<file path="src/rtl/hdr_pkg.sv">
`default_nettype none
// ============================================================================
//  Module      : hdr_pkg
//  Description : Shared widths and FSM state encoding for the HDR exposure
//                merge datapath (weighted average of three exposures).
//  Revision    : 1.0 - initial release
// ============================================================================
package hdr_pkg;

    // Base widths
    localparam int N      = 5;    // pixel width per exposure
    localparam int WW     = 12;   // weight width
    localparam int FRAC   = 4;    // fractional bits kept in the result

    // Derived widths
    localparam int PROD_W = N + WW;          // one w*p product
    localparam int ACC_W  = PROD_W + 2;      // sum of three products
    localparam int NUM_W  = ACC_W + FRAC;    // numerator, pre-scaled by 2^FRAC
    localparam int DEN_W  = WW + 2;          // sum of three weights
    localparam int Q_W    = N + FRAC;        // quotient / merged pixel width

    // Handshake FSM states
    typedef enum logic [1:0] {
        IDLE = 2'd0,
        SUM  = 2'd1,
        DIV  = 2'd2,
        DONE = 2'd3
    } state_t;

endpackage : hdr_pkg
`default_nettype wire

</file>
<file path="src/rtl/hdr_div.sv">
`default_nettype none
// ============================================================================
//  Module      : hdr_div
//  Description : Sequential unsigned restoring divider, one quotient bit per
//                clock, MSB first. The caller guarantees the quotient fits in
//                Q_W bits, so the upper dividend bits (above Q_W) are already
//                a valid partial remainder and are preloaded on start.
//  Revision    : 1.0 - initial release
// ============================================================================
module hdr_div
    import hdr_pkg::*;
#(
    parameter int DVD_W = NUM_W,
    parameter int DVS_W = DEN_W,
    parameter int Q_W_P = Q_W
) (
    input  logic               clk,
    input  logic               rst,
    input  logic               i_start,
    input  logic [DVD_W-1:0]   i_dividend,
    input  logic [DVS_W-1:0]   i_divisor,
    output logic               o_busy,
    output logic               o_done,      // high during the final step
    output logic [Q_W_P-1:0]   o_quotient   // final quotient, valid with o_done
);

    localparam int CNT_W = (Q_W_P > 1) ? $clog2(Q_W_P) : 1;

    logic [DVS_W-1:0] r_rem;
    logic [Q_W_P-1:0] r_dvd_lo;   // dividend bits still to be shifted in
    logic [DVS_W-1:0] r_den;
    logic [Q_W_P-1:0] r_q;
    logic [CNT_W-1:0] r_cnt;
    logic             r_busy;

    logic [DVS_W:0]   w_trial;
    logic             w_ge;
    logic [DVS_W-1:0] w_rem_nxt;
    logic [Q_W_P-1:0] w_q_nxt;

    // Trial subtraction: the partial remainder is always below the divisor,
    // so the difference lies within +/- divisor and its MSB is the sign.
    always_comb begin
        w_trial   = {r_rem, r_dvd_lo[Q_W_P-1]} - {1'b0, r_den};
        w_ge      = ~w_trial[DVS_W];
        w_rem_nxt = w_ge ? w_trial[DVS_W-1:0]
                         : {r_rem[DVS_W-2:0], r_dvd_lo[Q_W_P-1]};
        w_q_nxt   = {r_q[Q_W_P-2:0], w_ge};
    end

    assign o_busy     = r_busy;
    assign o_done     = r_busy && (r_cnt == '0);
    assign o_quotient = w_q_nxt;

    // Load operands on start, then iterate one quotient bit per clock
    always_ff @(posedge clk or posedge rst) begin
        if (rst) begin
            r_rem    <= '0;
            r_dvd_lo <= '0;
            r_den    <= '0;
            r_q      <= '0;
            r_cnt    <= '0;
            r_busy   <= 1'b0;
        end else if (i_start) begin
            r_rem    <= DVS_W'(i_dividend >> Q_W_P);
            r_dvd_lo <= i_dividend[Q_W_P-1:0];
            r_den    <= i_divisor;
            r_q      <= '0;
            r_cnt    <= CNT_W'(Q_W_P - 1);
            r_busy   <= 1'b1;
        end else if (r_busy) begin
            r_rem    <= w_rem_nxt;
            r_dvd_lo <= {r_dvd_lo[Q_W_P-2:0], 1'b0};
            r_q      <= w_q_nxt;
            if (r_cnt == '0) begin
                r_busy <= 1'b0;
            end else begin
                r_cnt  <= r_cnt - CNT_W'(1);
            end
        end
    end

endmodule : hdr_div
`default_nettype wire

</file>
<file path="src/rtl/hdr_merge.sv">
`default_nettype none
// ============================================================================
//  Module      : hdr_merge
//  Description : Merges three aligned exposures into one N.FRAC pixel as the
//                weight-normalised average sum(w*p)/sum(w). Falls back to the
//                mid exposure when all weights are zero.
//  Revision    : 1.0 - initial release
// ============================================================================
module hdr_merge
    import hdr_pkg::*;
(
    input  logic              clk,
    input  logic              rst,
    input  logic              in_valid,
    output logic              in_ready,
    input  logic [N-1:0]      pixel_high,
    input  logic [N-1:0]      pixel_mid,
    input  logic [N-1:0]      pixel_low,
    input  logic [WW-1:0]     w_high,
    input  logic [WW-1:0]     w_mid,
    input  logic [WW-1:0]     w_low,
    output logic              out_valid,
    input  logic              out_ready,
    output logic [N+FRAC-1:0] pixel_out,
    output logic              div_zero
);

    state_t           r_state;
    logic             r_in_ready;
    logic             r_out_valid;
    logic [Q_W-1:0]   r_pixel_out;
    logic             r_div_zero;

    logic [N-1:0]     r_ph, r_pm, r_pl;
    logic [WW-1:0]    r_wh, r_wm, r_wl;

    logic [PROD_W-1:0] w_prod_h, w_prod_m, w_prod_l;
    logic [ACC_W-1:0]  w_acc;
    logic [NUM_W-1:0]  w_num;
    logic [DEN_W-1:0]  w_den;

    logic              w_div_start;
    logic              w_div_busy;
    logic              w_div_done;
    logic [Q_W-1:0]    w_quot;

    // Multiply-accumulate over the captured triple; NUM is pre-scaled so the
    // integer quotient carries FRAC fractional bits.
    always_comb begin
        w_prod_h = PROD_W'(r_ph) * PROD_W'(r_wh);
        w_prod_m = PROD_W'(r_pm) * PROD_W'(r_wm);
        w_prod_l = PROD_W'(r_pl) * PROD_W'(r_wl);
        w_acc    = ACC_W'(w_prod_h) + ACC_W'(w_prod_m) + ACC_W'(w_prod_l);
        w_num    = {w_acc, {FRAC{1'b0}}};
        w_den    = DEN_W'(r_wh) + DEN_W'(r_wm) + DEN_W'(r_wl);
    end

    assign w_div_start = (r_state == SUM) && (w_den != '0);

    hdr_div #(
        .DVD_W (NUM_W),
        .DVS_W (DEN_W),
        .Q_W_P (Q_W)
    ) u_div (
        .clk        (clk),
        .rst        (rst),
        .i_start    (w_div_start),
        .i_dividend (w_num),
        .i_divisor  (w_den),
        .o_busy     (w_div_busy),
        .o_done     (w_div_done),
        .o_quotient (w_quot)
    );

    assign in_ready  = r_in_ready;
    assign out_valid = r_out_valid;
    assign pixel_out = r_pixel_out;
    assign div_zero  = r_div_zero;

    // Handshake FSM with registered outputs
    always_ff @(posedge clk or posedge rst) begin
        if (rst) begin
            r_state     <= IDLE;
            r_in_ready  <= 1'b1;
            r_out_valid <= 1'b0;
            r_pixel_out <= '0;
            r_div_zero  <= 1'b0;
            r_ph        <= '0;
            r_pm        <= '0;
            r_pl        <= '0;
            r_wh        <= '0;
            r_wm        <= '0;
            r_wl        <= '0;
        end else begin
            case (r_state)
                IDLE: begin
                    if (in_valid) begin
                        r_ph       <= pixel_high;
                        r_pm       <= pixel_mid;
                        r_pl       <= pixel_low;
                        r_wh       <= w_high;
                        r_wm       <= w_mid;
                        r_wl       <= w_low;
                        r_in_ready <= 1'b0;
                        r_state    <= SUM;
                    end
                end
                SUM: begin
                    if (w_den == '0) begin
                        // No usable weight: pass the mid exposure through
                        r_pixel_out <= {r_pm, {FRAC{1'b0}}};
                        r_div_zero  <= 1'b1;
                        r_out_valid <= 1'b1;
                        r_state     <= DONE;
                    end else begin
                        r_div_zero  <= 1'b0;
                        r_state     <= DIV;
                    end
                end
                DIV: begin
                    if (w_div_done) begin
                        r_pixel_out <= w_quot;
                        r_out_valid <= 1'b1;
                        r_state     <= DONE;
                    end else if (!w_div_busy) begin
                        // Divider idle without finishing: recover to IDLE
                        r_in_ready  <= 1'b1;
                        r_state     <= IDLE;
                    end
                end
                DONE: begin
                    if (out_ready) begin
                        r_out_valid <= 1'b0;
                        r_in_ready  <= 1'b1;
                        r_state     <= IDLE;
                    end
                end
                default: begin
                    r_in_ready  <= 1'b1;
                    r_out_valid <= 1'b0;
                    r_state     <= IDLE;
                end
            endcase
        end
    end

endmodule : hdr_merge
`default_nettype wire
</file>
<file path="config.mk">
export PLATFORM = sky130hd
export DESIGN_NAME = hdr_merge
export DESIGN_NICKNAME = d
export VERILOG_FILES = /design/src/rtl/hdr_pkg.sv /design/src/rtl/hdr_div.sv /design/src/rtl/hdr_merge.sv
export SDC_FILE = /design/constraint.sdc
export NUM_CORES = 1
export LEC_CHECK = 0
export BUFFER_PORTS_ARGS = -buffer_cell sky130_fd_sc_hd__buf_4
export CAP_MARGIN = 40
export CORE_MARGIN = 8
export CORE_UTILIZATION = 35
export CTS_BUF_LIST = sky130_fd_sc_hd__clkbuf_4 sky130_fd_sc_hd__clkbuf_8 sky130_fd_sc_hd__clkbuf_16
export DETAILED_ROUTE_END_ITERATION = 8
export GPL_TIMING_DRIVEN = 1
export SETUP_SLACK_MARGIN = 0.02
export SLEW_MARGIN = 20
export SYNTH_ARGS = -nofsm -noshare
export SYNTH_HDL_FRONTEND = slang
export SYNTH_SLANG_ARGS = --single-unit
</file>
<file path="constraint.sdc">
create_clock -name clk -period 17.9 [get_ports clk]
set_input_delay 0.895 -clock clk [delete_from_list [all_inputs] [get_ports clk]]
set_output_delay 0.895 -clock clk [all_outputs]
set_load 0.03 [all_outputs]
</file>
[Word level (Yosys, flattened, before mapping)]
Index checks and enable logic that the tools add are counted.
Word-level totals
  output and inout bits: 12
  logic and storage cells: 86
  bits in registers: 115
  bits of input ports: 55
Cells by class
  bitwise logic cells: 1
  eq/ne operators: 11
  multiplexer cells: 32
  $mul: 3
  add/sub/neg operators: 6
  reductions and logical operators: 16
Operator list (count)
  $mul 5x12->17: 3
  $mux 14: 3
  $mux 9: 4
  $add 18x17->19: 1
  $add 17x17->18: 1
  $pmux 9 s2: 1
  $mux 8: 2
  $sub 15x14->15: 1
  $add 13x12->14: 1
  $logic_not 14->1: 1
  $reduce_bool 14->1: 1
  $add 12x12->13: 1
  $mux 1: 12
  $mux 4: 3
  $mux 2: 4
  $ne 2x2->1 const B: 4
  $pmux 2 s4: 1
  $ne 2x1->1 const B: 3
  $pmux 1 s3: 2
  $reduce_and 3->1: 2
  $reduce_bool 3->1: 2
  $reduce_and 5->1: 1
  $eq 2x2->1 const B: 2
  $logic_not 4->1: 1
  9 further kinds: 12

[Depth between registers and ports, before layout]
Gate-level depths: netlist of the first run.
  depth in word-level cells: 6
  depth in mapped cells: 23
  mapped depth without buffers: 22

[Modules after synthesis]
Synthesis of the first run repeated with hierarchy kept, for this count alone.
Second synthesis, totals
  cell total of the unflattened synthesis: 1251
  area total of the unflattened synthesis: 12149.2 µm²
Modules (own cells, without submodules)
  hdr_merge: area each 9130.0 µm², sequential area each 1627.8 µm², cells each 918, times used 1
  hdr_div: area each 3019.1 µm², sequential area each 1251.2 µm², cells each 333, times used 1

[Worst setup path after synthesis of the first run]
Ideal clock, no wire load.
  kind: register to register
  from: register r_pm[1]
  to: register u_div.r_rem[13]
  period minus slack after synthesis: 6.125 ns
  setup time: 0.131 ns
  path slack: 11.775 ns
  stages on the path, launching flop included: 22
  buffers on the path: 1
  required time: 17.769 ns
  arrival time: 5.994 ns
  cells stage by stage: dfrtp_1 > clkbuf_1 > and2_1 > fa_1 > inv_1 > fa_1 > inv_1 > fa_1 > fa_1 > inv_1 > fa_1 > inv_1 > fa_1 > ha_1 > a21o_1 > a311o_1 > a211oi_1 > o21ai_0 > o41ai_1 > nor3_1 > a311oi_1 > mux2i_1
On the way
  word-level cells in the longest chain between the ends: 4
Ends and longest elaborated chain
  start, declared: RTL line hdr_merge.sv:34  | logic [N-1:0] r_ph, r_pm, r_pl;
  start signal, assigned: RTL line hdr_merge.sv:99  | r_pm <= pixel_mid;
  $mul 5x12->17: RTL line hdr_merge.sv:51  | w_prod_m = PROD_W'(r_pm) * PROD_W'(r_wm);
  $add 17x17->18: RTL line hdr_merge.sv:53  | w_acc = ACC_W'(w_prod_h) + ACC_W'(w_prod_m) + ACC_W'(w_prod_l);
  $add 18x17->19: RTL line hdr_merge.sv:53
  $mux 14: RTL line hdr_div.sv:64  | end else if (i_start) begin
  end signal, assigned: RTL line hdr_div.sv:65  | r_rem <= DVS_W'(i_dividend >> Q_W_P);
  end signal, assigned: RTL line hdr_div.sv:72  | r_rem <= w_rem_nxt;
  end, declared: RTL line hdr_div.sv:29  | logic [DVS_W-1:0] r_rem;
No other way between the ends.
A chain may end at the register's enable or synchronous reset.

[Final worst setup path of the first run]
Ends and elaborated chain as after synthesis.

==> results.tsv, run 1 <==
stage	metric	value	unit
logic_synthesis	Top FF cell, synth	dfrtp_1	
logic_synthesis	Syn. warnings	0	
sta	crit share post-route	38.7	%
die	total die area	40400	sq um
place	Setup WS pre-CTS	11050	ps
outcome	status	finished, final reports clean	
detailed_routing	routed wire length	28500	microns
sta	Period minus WS final	6920	ps
worst_setup_path	Worst Reg-to-Reg Cells	20	
sta	Final Max Tran Viols	0	
logic_synthesis	syn_nets	1508	
logic_synthesis	Mapped Area	12000	sq um
sta	worst hold slack	502	ps
hold_path	Hold Path Sink	div_zero$_DFFE_PP0N_	
detailed_routing	via count	8383	
layout	Area Overhead vs Synth	10.8	%
place	Port-buffer cells	66	
logic_synthesis	Cell variety after synth	68	
clock_network	CTS clock-pin slew for the worst setup and hold paths	90	ps
detailed_routing	Avg Vias per Cell	4.89	
grt	number of global-route vias before repair	8859	
logic_synthesis	Yosys top cell area share	26.9	%
clock_network	Clock Latency Late Sink	380	ps
sta	Setup-failing EPs final	0	
layout	fin nets	1556	
grt	first-pass GRT wire length	48000	microns
logic_synthesis	Avg Inst Size Synth	9.85	sq um
die	row cnt	67	
hold_path	worst hold path type	flip-flop to flip-flop	
hold_path	Hold Crit Depth	2	
place	GPL Wtd Cong	0.832	
worst_setup_path	worst r2r src	r_pm[1]$_DFFE_PP0P_	
grt	Global Route Usage Sum	14.7	%
detailed_routing	DR pass1 iterations	5	
layout	antenna cells	0	
logic_synthesis	Post-synth EDFFs	0	
worst_setup_path	worst endpoint data arrival time	7150	ps
clock_network	clock sinks	111	
sta	Fin. Hold Viols	0	
die	Core Box Area	33600	sq um
place	placed cells	1700	
logic_synthesis	Post-synth ARST share	100	%
place	DPL Wire Length	23500	microns
die	Initial Util	35.6	%
grt	met2 Usage GRT	23.9	%
clock_network	post-CTS sizing	0	
grt	largest net degree at the start of global routing	55	
hold_path	Hold Startpoint	div_zero$_DFFE_PP0N_	
clock_network	clk root buf	clkbuf_16	
detailed_routing	DR DRC count	0	
clock_network	post-CTS setup repair buffer count	0	
grt	initial antenna violation count	0	
sta	relative max-transition margin	49.2	%
sta	fmax	0.145	GHz
worst_setup_path	worst reg2reg setup slack	10980	ps
layout	share of cells above drive strength 1	13.6	%
logic_synthesis	leading area contributor after synthesis	fa_1	
sta	Slew @ Worst Pin	743	ps
layout	Non-Filler Instances	1716	
run	Max Cap Viol	0	
die	width of the die	201	microns
clock_network	CTS H-tree lvls	3	
grt	layer with the highest usage	met2	
logic_synthesis	Area contributors post-synth	fa_1 27%, dfrtp_1 23%, ha_1 8.0%, inv_1 6.5%, mux2_2 6.5%	
die	I/O Pins	67	
logic_synthesis	Seq/Total Area, Yosys	23.2	%
grt	met3 Track Usage GR	2.37	%
detailed_routing	Routed Antenna Nets	0	
layout	multi-input logic area	8260	sq um
detailed_routing	Iter 0 DRT Violations	394	
worst_setup_path	crit-path max FO	14	
clock_network	CTS tree	built	
worst_setup_path	CP Capture Type	flip-flop	
die	Die Y	201	microns
worst_setup_path	Worst Path Required	18130	ps
clock_network	total CTS buffers	9	
logic_synthesis	post-synthesis register bit count	111	
sta	setup ws final	10980	ps
clock_network	Max Root-Sink Buffers	2	
layout	Filler Cells Inserted	3365	
detailed_routing	wire per inst	16.6	microns
sta	final setup TNS	0	ps
logic_synthesis	Syn Inst Count	1215	
worst_setup_path	crit path kind	flip-flop to flip-flop	
layout	total area of sequential cells	2780	sq um
clock_network	hold buffers post-CTS	0	
sta	unrepaired setup endpoints after global routing	false	
grt	GRT Residual Overflow	0	
worst_setup_path	FF-to-FF End	u_div.r_rem[13]$_DFFE_PP0P_	
grt	met1 Use GR	20.6	%
worst_setup_path	Critical Path Start Type	flip-flop	
sta	Layout Skew	17.5	ps
## how the worst max path moves through the flow
stage	startpoint	endpoint	depth (start not counted)
after CTS	r_pm[1]$_DFFE_PP0P_	u_div.r_rem[13]$_DFFE_PP0P_	20
after global placement	r_pm[1]$_DFFE_PP0P_	u_div.r_rem[13]$_DFFE_PP0P_	20
after global routing	r_ph[0]$_DFFE_PP0P_	u_div.r_rem[13]$_DFFE_PP0P_	20
after floorplan	r_pm[1]$_DFFE_PP0P_	u_div.r_rem[13]$_DFFE_PP0P_	21
final	r_pm[1]$_DFFE_PP0P_	u_div.r_rem[13]$_DFFE_PP0P_	20
after detailed placement	r_pm[1]$_DFFE_PP0P_	u_div.r_rem[13]$_DFFE_PP0P_	20
## cell type report
cell class	count	share of cell area, %
clock buffer	9	1.70
clock inverter	7	0.594
multi-input combinational	860	62.3
inverter	207	5.88
tap	448	4.23
sequential	111	20.9
timing repair buffer	74	4.37
## layout by cell type (no fill, tap or decap), types with 4 or more instances in the layout
master     instances
a221o_1            4
o21ai_0           40
mux2i_1           30
o21bai_1           4
a211oi_1           6
a21o_1             4
inv_6              4
fa_1             161
nor2_1            49
o31ai_1            4
and2_1           106
o21a_1             9
a21oi_1           45
buf_4             72
mux2_2            69
nor3_1            13
inv_1            206
nor2b_1            7
or3_1              5
clkbuf_16          9
nand2b_1           9
ha_1              77
nand3_1           20
xnor2_1           26
nand2_1          110
a31oi_1            6
dfrtp_1          110
xor2_1             4
## cells by family (layout without fill, tap and decap cells)
kind of cell / after synthesis / after routing / share of synthesized area (%)
and+or+nand+nor: 336 / 336 / 14.1
buffers and inverters: 244 / 297 / 7.81
adders and majority gates: 238 / 238 / 35.0
AOI/OAI and AO/OA: 156 / 156 / 8.62
DFF: 111 / 111 / 23.2
muxes: 100 / 100 / 9.13
xor gates and xnor gates: 30 / 30 / 2.20
## cells in the mapped netlist (26+ instances only)
| cell | count |
|---|---|
| a21oi_1 | 45 |
| and2_1 | 106 |
| clkbuf_1 | 29 |
| dfrtp_1 | 110 |
| fa_1 | 161 |
| ha_1 | 77 |
| inv_1 | 207 |
| mux2_2 | 69 |
| mux2i_1 | 30 |
| nand2_1 | 110 |
| nor2_1 | 50 |
| o21ai_0 | 40 |
| xnor2_1 | 26 |
## per-layer routing
| metal | wire length (microns) | up-vias |
|---|---|---|
| met1 | 13400 | 4212 |
| met2 | 13700 | 151 |
| li1 | - | 3999 |
| met3 | 1140 | 21 |
| met5 | 0 | - |
| met4 | 301 | 0 |
## sequential cells by signal (all words and copies together) (netlist names)
signal,flops
u_div.r_den,14
r_wl,12
r_state,2
r_wm,12
r_pm,5
u_div.o_busy,1
out_valid,1
div_zero,1
in_ready,1
u_div.r_rem,14
r_pl,5
r_wh,12
r_ph,5
u_div.r_cnt,4
pixel_out,9
u_div.r_q,8
u_div.r_dvd_lo,5
## metrics by stage
step           instance area, sq um  utilization, %
6_report                      13300            39.5
5_1_grt                       13300            39.5
4_1_cts                       13300            39.5
3_5_place_dp                  13000            38.6
3_3_place_gp                  12900            38.4
2_1_floorplan                 12000               -
## worst max-delay path: stages (launching register included)
cell and delay [ps]:
dfrtp_1 550, and2_1 260, fa_1 530, inv_1 50, fa_1 470, inv_1 60, fa_1 500, fa_1 540
inv_1 50, fa_1 520, inv_1 50, fa_1 510, ha_1 300, a21o_1 190, a311o_1 380, a211oi_1 450
o21ai_0 240, o41ai_1 580, nor3_1 110, a311oi_1 300, mux2i_1 110
Power of run 1 is left out: the tool's default activity adds up to more than one toggle a clock period on the data nets, which glitch-free logic cannot reach.
==> inputs of run 2 (changes only) <==
--- a/config.mk
+++ b/config.mk
@@ -5,6 +5,7 @@
 export SDC_FILE = /design/constraint.sdc
 export NUM_CORES = 1
 export LEC_CHECK = 0
+export ABC_AREA = 1
 export BUFFER_PORTS_ARGS = -buffer_cell sky130_fd_sc_hd__buf_4
 export CAP_MARGIN = 40
 export CORE_MARGIN = 8
==> constraint.sdc (replaced) <==
create_clock -name clk -period 6.6 [get_ports clk]
set_input_delay 0.33 -clock clk [delete_from_list [all_inputs] [get_ports clk]]
set_output_delay 0.33 -clock clk [all_outputs]
set_load 0.03 [all_outputs]
==> run 2 against run 1 <==
Net effect:
- via count increased by 21%
- worst setup slack lost 10000 ps
- utilization fell by 0.21 points
- routed wire length rose by 17%
- critical path type unchanged
- clock-buffer cell count did not move
- fmax grew 17%
- clock skew down 5.0 ps
==> results.tsv, run 2 <==
stage	metric	value	unit
layout	Filler Cells Inserted	3637	
logic_synthesis	Seq/Total Area, Yosys	22.5	%
detailed_routing	via count	10148	
clock_network	hold buffers post-CTS	0	
logic_synthesis	Post-synth EDFFs	0	
worst_setup_path	worst reg2reg setup slack	700	ps
sta	Slew @ Worst Pin	751	ps
layout	Area Overhead vs Synth	10.2	%
die	Core Box Area	34600	sq um
sta	Period minus WS final	5900	ps
detailed_routing	Iter 0 DRT Violations	624	
clock_network	total CTS buffers	9	
logic_synthesis	top-count cell post-synth	nand2_1	
worst_setup_path	Critical Path Source	r_pm[4]$_DFFE_PP0P_	
logic_synthesis	Cell variety after synth	36	
hold_path	worst hold path type	input pin to async pin	
layout	post-layout util	39.3	%
logic_synthesis	Mapped Area	12300	sq um
sta	Setup-failing EPs final	0	
detailed_routing	routed wire length	33500	microns
sta	crit share post-route	89.4	%
outcome	status	finished, final reports clean	
clock_network	Clock Latency Late Sink	380	ps
detailed_routing	wire per inst	15.7	microns
sta	Layout Skew	12.5	ps
detailed_routing	DR pass1 iterations	5	
worst_setup_path	worst r2r src	r_pm[4]$_DFFE_PP0P_	
layout	antenna cells	0	
grt	GRT Residual Overflow	0	
clock_network	post-CTS sizing	0	
clock_network	post-CTS setup repair buffer count	0	
sta	Final Max Tran Viols	0	
clock_network	clock sinks	111	
layout	fin nets	1963	
logic_synthesis	Yosys top cell area share	26.1	%
worst_setup_path	Worst Path Required	6870	ps
layout	biggest regs	u_div.r_den: 14 flops, u_div.r_rem: 14 flops	
clock_network	clk root buf	clkbuf_16	
grt	Global Route Usage Sum	16.8	%
logic_synthesis	Top FF cell, synth	dfrtp_1	
clock_network	CTS tree	built	
place	GPL Wtd Cong	0.900	
die	total die area	41500	sq um
logic_synthesis	leading area contributor after synthesis	fa_1	
run	Max Cap Viol	0	
worst_setup_path	CP Capture Type	flip-flop	
worst_setup_path	worst endpoint data arrival time	6170	ps
detailed_routing	DR DRC count	0	
logic_synthesis	Area contributors post-synth	fa_1 26%, dfrtp_1 22%, nand2_1 17%, inv_1 11%, ha_1 7.8%	
logic_synthesis	Avg Inst Size Synth	7.58	sq um
place	placed cells	2114	
place	DPL Wire Length	27400	microns
place	Port-buffer cells	66	
logic_synthesis	syn_nets	1920	
die	width of the die	204	microns
die	Initial Util	35.6	%
layout	commonest non-fill, non-tap cell in the layout	nand2_1	
sta	fmax	0.170	GHz
layout	commonest cells after routing, fill and taps aside	555 x nand2_1, 363 x inv_1, 161 x fa_1	
layout	Non-Filler Instances	2130	
logic_synthesis	post-synthesis register bit count	111	
clock_network	Max Root-Sink Buffers	2	
worst_setup_path	Critical Path Start Type	flip-flop	
grt	number of global-route vias before repair	10501	
clock_network	CTS H-tree lvls	3	
logic_synthesis	commonest cells in the netlist	555 x nand2_1, 364 x inv_1, 161 x fa_1	
detailed_routing	Avg Vias per Cell	4.76	
die	Die Y	204	microns
grt	first-pass GRT wire length	55400	microns
grt	largest net degree at the start of global routing	67	
layout	share of cells above drive strength 1	6.45	%
sta	relative max-transition margin	49.9	%
die	row cnt	68	
grt	initial antenna violation count	0	
logic_synthesis	Post-synth ARST share	100	%
sta	Fin. Hold Viols	0	
detailed_routing	Routed Antenna Nets	0	
logic_synthesis	Syn Inst Count	1627	
sta	final setup TNS	0	ps
clock_network	CTS clock-pin slew for the worst setup and hold paths	90	ps
die	I/O Pins	67	
worst_setup_path	crit-path max FO	14	
worst_setup_path	crit path kind	flip-flop to flip-flop	
logic_synthesis	Syn. warnings	0	
sta	unrepaired setup endpoints after global routing	false	
run 2: cell count changes after synthesis, sizes merged, moves of 12 or more:
cell | before | now
a21oi | 45 | 32
and2 | 106 | 0
buf | 7 | 19
inv | 207 | 367
mux2 | 70 | 0
mux2i | 30 | 3
nand2 | 111 | 559
nand3 | 20 | 105
o21ai | 41 | 59
xnor2 | 26 | 10
run 2: layout make-up:
class                      count  area (sq um)  share of cell area [%]
sequential                   111          2780                    20.4
timing repair buffer          76           591                    4.34
tap                          455           569                    4.19
clock inverter                 7          91.3                   0.672
multi-input combinational   1105          7960                    58.5
inverter                     367          1380                    10.2
clock buffer                   9           225                    1.66
run 2: cells by family (layout without fill, tap and decap cells):
family	Yosys count	after routing	share of synthesized area [%]
AOI/OAI and AO/OA	104	104	4.53
xor gates and xnor gates	24	24	1.70
and+or+nand+nor	736	736	24.1
adders and majority gates	238	238	34.0
muxes	3	3	0.244
buffers and inverters	411	459	13.0
DFF	111	111	22.5
run 2: per-stage QoR:
step / hold WS (ps) / worst slack, ps / area, sq um
global placement: 467 / 750 / 13200
finish: 47.8 / 702 / 13600
floorplan: 447 / 1030 / 12300
CTS: 68.8 / 673 / 13600
detailed placement: 464 / 707 / 13300
global route: 85.8 / 335 / 13600
run 2: layer usage:
| metal | part of all wire [%] | wire length [microns] | global-route usage (%) | vias to the layer above |
|---|---|---|---|---|
| li1 | - | - | - | 4908 |
| met1 | 43 | 14500 | 21.0 | 4975 |
| met2 | 49 | 16500 | 29.3 | 212 |
| met3 | 3.9 | 1320 | 2.08 | 53 |
| met4 | 3.3 | 1120 | 6.58 | 0 |
| met5 | 0 | 0 | 0 | - |
run 2: critical path, cell delays in order (launching register included):
cell and delay (ps):
dfrtp_1 690, nand2_1 130, fa_1 490, fa_1 560, inv_1 60, fa_1 510
fa_1 560, inv_1 60, fa_1 530, inv_1 50, fa_1 560, inv_1 60
fa_1 470, o21ai_0 360, a21oi_1 170, nor2_1 120, nor2_1 60, xnor2_1 120
inv_1 60, nand2_1 50, nand2_1 80, nand2_1 40
run 2: final timing paths:
path,endpoint,depth (start not counted)
hold / removal,pixel_out[8]$_DFFE_PP0P_,2
min in group clk,r_wh[10]$_DFFE_PP0P_,3
setup reg to reg,u_div.r_rem[8]$_DFFE_PP0P_,21
setup / recovery,u_div.r_rem[8]$_DFFE_PP0P_,21
max in group asynchronous,r_wh[3]$_DFFE_PP0P_,4
hold reg to reg,div_zero$_DFFE_PP0N_,2
Power of run 2 is left out for the same reason.
